`config.mk`:
```
export PLATFORM = sky130hd
export DESIGN_NAME = hilo_mdu_ctrl
export DESIGN_NICKNAME = d
export VERILOG_FILES = /design/src/rtl/mdu_pkg.sv /design/src/rtl/mdu_div_core.sv /design/src/rtl/hilo_mdu_ctrl.sv
export SDC_FILE = /design/constraint.sdc
export NUM_CORES = 1
export LEC_CHECK = 0
export ABC_AREA = 0
export BUFFER_PORTS_ARGS = -buffer_cell sky130_fd_sc_hd__buf_4
export CAP_MARGIN = 20
export CORE_ASPECT_RATIO = 0.5
export CORE_UTILIZATION = 55
export DETAILED_ROUTE_END_ITERATION = 6
export PLACE_DENSITY = 0.81
export SLEW_MARGIN = 10
export SYNTH_ARGS = -nofsm -noshare
export SYNTH_HDL_FRONTEND = slang
export SYNTH_SLANG_ARGS = --single-unit
```
`constraint.sdc`:
```
create_clock -name clk -period 10.1 [get_ports clk]
set_input_delay 0.505 -clock clk [delete_from_list [all_inputs] [get_ports clk]]
set_output_delay 0.505 -clock clk [all_outputs]
set_load 0.005 [all_outputs]
```
`src/rtl/mdu_pkg.sv`:
```
// Shared definitions for the HI/LO multiply/divide controller: op codes, FSM encoding, default width.
package mdu_pkg;

  localparam int MDU_WIDTH = 32;

  typedef enum logic [2:0] {
    MDU_MULT  = 3'd0,
    MDU_MULTU = 3'd1,
    MDU_DIV   = 3'd2,
    MDU_DIVU  = 3'd3,
    MDU_MTHI  = 3'd4,
    MDU_MTLO  = 3'd5
  } mdu_op_e;

  localparam logic [1:0] ST_IDLE = 2'd0;
  localparam logic [1:0] ST_MUL  = 2'd1;
  localparam logic [1:0] ST_DIV  = 2'd2;
  localparam logic [1:0] ST_DONE = 2'd3;

  // Codes 0..3 are the iterative mul/div ops; 6 and 7 are unused and ignored.
  function automatic logic is_muldiv(input logic [2:0] op);
    return (op[2] == 1'b0);
  endfunction

endpackage

```
`src/rtl/mdu_div_core.sv`:
```
// One restoring-division step: shift the next dividend bit into the partial remainder and trial-subtract.
module mdu_div_core #(
  parameter int WIDTH = 32
) (
  input  logic [WIDTH-1:0] rem_i,
  input  logic [WIDTH-1:0] quot_i,
  input  logic [WIDTH-1:0] divisor_i,
  output logic [WIDTH-1:0] rem_o,
  output logic [WIDTH-1:0] quot_o
);

  logic [WIDTH:0] shifted;
  logic [WIDTH:0] diff;

  // rem < divisor keeps shifted below 2*divisor, so diff[WIDTH] is exactly the borrow.
  always_comb begin
    shifted = {rem_i, quot_i[WIDTH-1]};
    diff    = shifted - {1'b0, divisor_i};
    if (diff[WIDTH]) begin
      rem_o  = shifted[WIDTH-1:0];
      quot_o = {quot_i[WIDTH-2:0], 1'b0};
    end else begin
      rem_o  = diff[WIDTH-1:0];
      quot_o = {quot_i[WIDTH-2:0], 1'b1};
    end
  end

endmodule

```
`src/rtl/hilo_mdu_ctrl.sv`:
```
// HI/LO writer for the EX stage: iterative MULT/MULTU/DIV/DIVU plus MTHI/MTLO.
// Define MDU_FAST_MUL_EN to replace the iterative multiply with a single-cycle product.
module hilo_mdu_ctrl
  import mdu_pkg::*;
#(
  parameter int WIDTH = MDU_WIDTH,
  parameter int CNT_W = 6
) (
  input  logic             clk,
  input  logic             rst_n,
  input  logic             start_i,
  input  logic [2:0]       op_i,
  input  logic [WIDTH-1:0] opa_i,
  input  logic [WIDTH-1:0] opb_i,
  input  logic             annul_i,
  output logic             stall_o,
  output logic             done_o,
  output logic             hi_we_o,
  output logic             lo_we_o,
  output logic [WIDTH-1:0] hi_data_o,
  output logic [WIDTH-1:0] lo_data_o,
  output logic [1:0]       dbg_state_o
);

  logic [1:0]       state;
  logic [CNT_W-1:0] cnt;
  logic [WIDTH-1:0] acc_hi, acc_lo, opd;
  logic             div_q, neg_res, neg_rem;

  logic             op_signed, op_is_div, sa, sb, accept;
  logic [WIDTH-1:0] abs_a, abs_b;
  logic [WIDTH-1:0] src_hi, src_lo, src_opd, nxt_hi, nxt_lo;
  logic [WIDTH:0]   mul_sum;
  logic [WIDTH-1:0] mul_hi, mul_lo, div_hi, div_lo;
  logic             step_div;
  logic [2*WIDTH-1:0] prod_fix;
  logic [WIDTH-1:0] fix_hi, fix_lo;

  assign op_signed = (op_i == MDU_MULT) || (op_i == MDU_DIV);
  assign op_is_div = (op_i == MDU_DIV) || (op_i == MDU_DIVU);
  assign sa        = op_signed & opa_i[WIDTH-1];
  assign sb        = op_signed & opb_i[WIDTH-1];
  assign abs_a     = sa ? -opa_i : opa_i;
  assign abs_b     = sb ? -opb_i : opb_i;
  assign accept    = (state == ST_IDLE) && start_i && is_muldiv(op_i);

  // Handshake: EX holds start_i/op_i/operands steady while stall_o is high; stall_o
  // rises combinationally on an accepted mul/div and drops in DONE so EX advances there.
  assign stall_o     = accept || (state == ST_MUL) || (state == ST_DIV);
  assign dbg_state_o = state;

  // The accept cycle performs the first iteration on the fresh magnitudes.
  always_comb begin
    if (state == ST_IDLE) begin
      src_hi   = '0;
      src_lo   = op_is_div ? abs_a : abs_b;
      src_opd  = op_is_div ? abs_b : abs_a;
      step_div = op_is_div;
    end else begin
      src_hi   = acc_hi;
      src_lo   = acc_lo;
      src_opd  = opd;
      step_div = (state == ST_DIV);
    end
  end

  assign mul_sum = {1'b0, src_hi} + (src_lo[0] ? {1'b0, src_opd} : '0);
  assign mul_hi  = mul_sum[WIDTH:1];
  assign mul_lo  = {mul_sum[0], src_lo[WIDTH-1:1]};

  mdu_div_core #(.WIDTH(WIDTH)) u_div_core (
    .rem_i     (src_hi),
    .quot_i    (src_lo),
    .divisor_i (src_opd),
    .rem_o     (div_hi),
    .quot_o    (div_lo)
  );

  assign nxt_hi = step_div ? div_hi : mul_hi;
  assign nxt_lo = step_div ? div_lo : mul_lo;

  // Remainder follows the dividend sign; quotient and product follow the sign difference.
  always_comb begin
    prod_fix = neg_res ? -{acc_hi, acc_lo} : {acc_hi, acc_lo};
    if (div_q) begin
      fix_hi = neg_rem ? -acc_hi : acc_hi;
      fix_lo = neg_res ? -acc_lo : acc_lo;
    end else begin
      fix_hi = prod_fix[2*WIDTH-1:WIDTH];
      fix_lo = prod_fix[WIDTH-1:0];
    end
  end

`ifdef MDU_FAST_MUL_EN
  logic [2*WIDTH-1:0] fast_prod;
  assign fast_prod = {{WIDTH{1'b0}}, abs_a} * {{WIDTH{1'b0}}, abs_b};
`endif

  always_ff @(posedge clk or negedge rst_n) begin
    if (!rst_n) begin
      state     <= ST_IDLE;
      cnt       <= '0;
      acc_hi    <= '0;
      acc_lo    <= '0;
      opd       <= '0;
      div_q     <= 1'b0;
      neg_res   <= 1'b0;
      neg_rem   <= 1'b0;
      done_o    <= 1'b0;
      hi_we_o   <= 1'b0;
      lo_we_o   <= 1'b0;
      hi_data_o <= '0;
      lo_data_o <= '0;
    end else begin
      done_o  <= 1'b0;
      hi_we_o <= 1'b0;
      lo_we_o <= 1'b0;
      if (annul_i) begin
        state <= ST_IDLE;
        cnt   <= '0;
      end else begin
        case (state)
          ST_IDLE: begin
            if (start_i && (op_i == MDU_MTHI)) begin
              hi_we_o   <= 1'b1;
              hi_data_o <= opa_i;
            end else if (start_i && (op_i == MDU_MTLO)) begin
              lo_we_o   <= 1'b1;
              lo_data_o <= opa_i;
            end else if (accept) begin
              div_q   <= op_is_div;
              neg_res <= sa ^ sb;
              neg_rem <= sa;
              if (op_is_div && (opb_i == '0)) begin
                acc_hi  <= opa_i;
                acc_lo  <= '1;
                neg_res <= 1'b0;
                neg_rem <= 1'b0;
                state   <= ST_DONE;
`ifdef MDU_FAST_MUL_EN
              end else if (!op_is_div) begin
                acc_hi <= fast_prod[2*WIDTH-1:WIDTH];
                acc_lo <= fast_prod[WIDTH-1:0];
                state  <= ST_DONE;
`endif
              end else begin
                acc_hi <= nxt_hi;
                acc_lo <= nxt_lo;
                opd    <= src_opd;
                cnt    <= CNT_W'(1);
                state  <= op_is_div ? ST_DIV : ST_MUL;
              end
            end
          end
          ST_MUL, ST_DIV: begin
            acc_hi <= nxt_hi;
            acc_lo <= nxt_lo;
            cnt    <= cnt + CNT_W'(1);
            if (cnt == CNT_W'(WIDTH - 1)) begin
              state <= ST_DONE;
            end
          end
          default: begin
            done_o    <= 1'b1;
            hi_we_o   <= 1'b1;
            lo_we_o   <= 1'b1;
            hi_data_o <= fix_hi;
            lo_data_o <= fix_lo;
            cnt       <= '0;
            state     <= ST_IDLE;
          end
        endcase
      end
    end
  end

endmodule

```
==> flow_summary.yaml <==
die:
  chipWidth_um: 242.7
  dieArea_um2: 29700
  total_number_of_placement_rows: 43
  initial_core_utilization_pct: 56.75
  floorplan.core_area_um2: 28080
  die_h_um: 122.4
  boundaryPins: 141
timing:
  hold_fails_final_rpt: 0
  timing.fmax_mhz: 146.4
  worst_clock_skew_ns: 0.01060
  rsz0062_at_grt: "no"
  setup_viol: 0
  slew_at_the_pin_closest_to_its_max_slew_limit_ns: 1.115
  timing.setup.tns_ns: 0
  final_min_period_over_clock_period_pct: 67.61
  maxSlewHeadroom_pct: 25.19
  period_needed_ns: 6.828
  timing.final.max_slew_violations: 0
  timing.final.ws_setup_ns: 3.272
logic_synthesis:
  avgSynthCellArea_um2: 7.717
  synth-edff-count: 0
  synth.net_count: 2212
  synth.distinct_cells: 87
  synth_flop_cell: "dfrtp_1"
  syn_inst: 2065
  post_synth_instance_area_um2: 15940
  synth.yosys.warnings: 0
  seq_area_frac_synth_pct: 27.32
  async_flop_share_pct: 100.0
  ys_seq_elements: 174
cells_and_area:
  layout.cells.most_common: "o21ai_0"
  layoutNonFillerInstCount: 2507
  design_area_um2: 17710
  share_of_final_layout_standard_cells_stronger_than_drive_strength_1_pct: 11.82
  count_of_fill_cells_added_during_filler_insertion: 2600
  leading_cell_types_in_the_layout_fill_and_taps_excluded: "230 x o21ai_0, 222 x nand2_1, 201 x a21oi_1, 192 x nor2_1, 174 x dfrtp_1"
  area_growth_pct: 11.11
  num-nets-final: 2257
  final_core_util_pct: 63.05
power_and_ir_drop:
  irDropWorstVdd_mv: 0.1777
  seq_power_share_pct: 24.2
  static-leakage-power_nw: 7.495
  switching_share_pct: 51.23
  switching_power_mw: 2.944
  p_int_mw: 2.803
  clockPowerShare_pct: 12.7
  p_per_area_nw_per_um2: 324.5
  power.combinational.fraction_pct: 63.1
place:
  postPlaceCellArea_um2: 17050
  placer_congestion: 1.060
  place_inst: 2470
  dp_slack_ns: 2.752
  port_buf_inserts: 140
  place_hpwl_mm: 45.76
route:
  route.detailed.vias_per_inst: 6.825
  drt_iter0_markers: 2843
  route.final.wire_length_mm: 62.08
  vias: 17111
  final_antenna_net_count: 0
  wl_per_cell_um: 24.76
  drtPass1Iterations: 6
  drc_violations_left: 0
worst_hold_path:
  hold_class: "primary input to register"
  timing.hold.worst.start: "annul_i"
grt:
  globalRoute.busiestLayer: "met2"
  grt-ovfl-total: 0
  grt_util_met1_pct: 57.37
  grt_first_pass_wirelength_mm: 93.38
  grt_util_met3_pct: 15.81
  antenna_found_initial: 4
  grt_max_degree: 75
  gr-usage-all-layers_pct: 41.70
  grtUsageMet2_pct: 59.71
  grt_pass1_vias: 15276
cts:
  tritoncts.num_buffers: 17
  ctsLongestPathBuffers: 2
  clock-root-buffer: "clkbuf_16"
  clock-sinks: 174
  htree_levels: 4
  clkTransAtPathRegs_ns: 0.07
  worst_skew_pair.late_latency_ns: 0.47
  cts_tree: "done"
outcome:
  status: "finished, final reports clean"
setup_path:
  timing.critical_path.from_type: "primary input"
  crit_path_start: "opa_i[0]"
  crit-reg2reg-launch: "dbg_state_o[0]$_DFFE_PN0P_"
  setup.worst_path.class: "primary input to register"
  maximum_net_fanout_on_the_critical_path: 26
  timing.critical_path.required_ns: 10.51
  worstSetupEndpointType: "register"
  worst_ep_arrival_time_ns: 7.24
job:
  timing.max_cap.violations: 0
[worst paths after layout]
path / to / depth (start not counted) / slack, ns
worst max register to register: acc_hi[11]$_DFFE_PN0P_ / 18 / 3.55
worst max-delay path: acc_hi[11]$_DFFE_PN0P_ / 19 / 3.27
max in group asynchronous: acc_lo[17]$_DFFE_PN0P_ / 4 / 7.36
worst min register to register: lo_data_o[13]$_DFFE_PN0P_ / 2 / 0.48
min in group asynchronous: opd[19]$_DFFE_PN0P_ / 2 / 0.53
worst min-delay path: dbg_state_o[1]$_DFFE_PN0P_ / 2 / 0.35
[synthesized netlist by cell type, types with 4 or more instances]
| library cell | n | area (um^2) |
|---|---|---|
| o21ai_0 | 230 | 1151 |
| nand2_1 | 222 | 833.3 |
| a21oi_1 | 202 | 1011 |
| nor2_1 | 193 | 724.4 |
| dfrtp_1 | 174 | 4354 |
| clkbuf_1 | 114 | 427.9 |
| xnor2_1 | 87 | 762.0 |
| xor2_1 | 86 | 753.2 |
| ha_1 | 74 | 925.9 |
| mux2i_1 | 59 | 590.6 |
| nor3_1 | 48 | 240.2 |
| nor2b_1 | 45 | 281.5 |
| inv_1 | 35 | 131.4 |
| nand3_1 | 32 | 160.2 |
| o31ai_1 | 30 | 225.2 |
| or3_1 | 28 | 175.2 |
| a211oi_1 | 26 | 195.2 |
| nand2b_1 | 26 | 162.7 |
| a21o_1 | 24 | 180.2 |
| and3_1 | 21 | 131.4 |
| o22ai_1 | 19 | 118.9 |
| o22a_1 | 18 | 157.7 |
| o21a_1 | 17 | 127.6 |
| a31oi_1 | 15 | 93.84 |
| nor4_1 | 15 | 93.84 |
| o211ai_1 | 15 | 112.6 |
| a221oi_1 | 14 | 122.6 |
| nand4_1 | 14 | 87.58 |
| or4_1 | 14 | 105.1 |
| o41ai_1 | 12 | 105.1 |
| mux2_2 | 11 | 123.9 |
| buf_2 | 10 | 50.05 |
| a222oi_1 | 8 | 80.08 |
| a221o_1 | 7 | 70.07 |
| and2_1 | 7 | 43.79 |
| buf_1 | 7 | 26.28 |
| or2_2 | 7 | 43.79 |
| clkbuf_8 | 5 | 68.82 |
| o21bai_1 | 5 | 37.54 |
| o221ai_1 | 5 | 43.79 |
| a2111oi_0 | 4 | 35.03 |
| a32oi_1 | 4 | 35.03 |
| and4_1 | 4 | 35.03 |
[sequential cells by signal, indices dropped and copies added (netlist names), 2 cells and up]
register / cells
lo_data_o: 32
acc_hi: 32
cnt: 6
hi_data_o: 32
acc_lo: 32
dbg_state_o: 2
opd: 32
[power groups by stage]
stage | clock network, mW | logic (mW) | registers [mW]
2_1_floorplan | 0 | 2.50 | 1.24
3_3_place_gp | 0 | 3.47 | 1.37
3_5_place_dp | 0 | 3.48 | 1.38
4_1_cts | 0.726 | 3.51 | 1.37
5_1_grt | 0.757 | 3.92 | 1.42
6_report | 0.732 | 3.62 | 1.39
[through the flow]
| stage | hold slack, ns | total power, mW |
|---|---|---|
| 2_1_floorplan | 0.2094 | 3.741 |
| 3_3_place_gp | 0.4612 | 4.836 |
| 3_5_place_dp | 0.4681 | 4.867 |
| 4_1_cts | 0.3471 | 5.605 |
| 5_1_grt | 0.3422 | 6.099 |
| 6_report | 0.3501 | 5.747 |
[routing by layer]
metal  wire, um  vias to the layer above  share of wire (%)
li1           -                     7567                  -
met5         11                        -              0.018
met4       2294                        2                3.7
met2      25330                     1171                 41
met3       9570                      223                 15
met1      24880                     8148                 40
[cell type report]
| type | instances | area (um^2) | share of cell area [%] |
|---|---|---|---|
| inverter | 35 | 131.4 | 0.7419 |
| multi-input combinational | 1713 | 10840 | 61.21 |
| tap | 382 | 478.0 | 2.699 |
| timing repair buffer | 169 | 1275 | 7.200 |
| sequential | 174 | 4354 | 24.59 |
| clock buffer | 17 | 425.4 | 2.402 |
| clock inverter | 15 | 198.9 | 1.124 |
| antenna | 2 | 5.005 | 0.02826 |
[timing repair]
action / CTS / global route
hold buffers: 1 / 0
setup buffers: 0 / 0
gates resized for setup: 0 / 0
hold endpoints to repair: 6 / 0
[worst max-delay path, stage by stage]
cell      delay [ns]
buf_4           0.14
or3_2           0.56
nor4_4          0.38
nand2_2         0.14
or4_4           0.53
o41ai_1         0.33
xor2_1          0.14
mux2i_1         0.56
mux2i_1         0.21
ha_1            0.46
a21oi_1         0.46
o211ai_1        0.17
a221o_1         0.35
nor2_1          0.10
a211o_1         0.78
and2_1          0.72
a221oi_1        0.23
a221oi_1        0.32
a21o_1          0.12
[cell families after synthesis]
group                    Yosys count  share of synthesized area, %
adder cells (fa/ha/maj)           76                         6.061
flip-flops                       174                         27.32
XOR/XNOR                         173                         9.508
AO/OA/AOI/OAI                    694                         26.62
buffers and inverters            178                         4.954
multiplexers                      70                         4.483
AND/OR/NAND/NOR                  700                         21.06
Power figures use the tool's default switching activity.
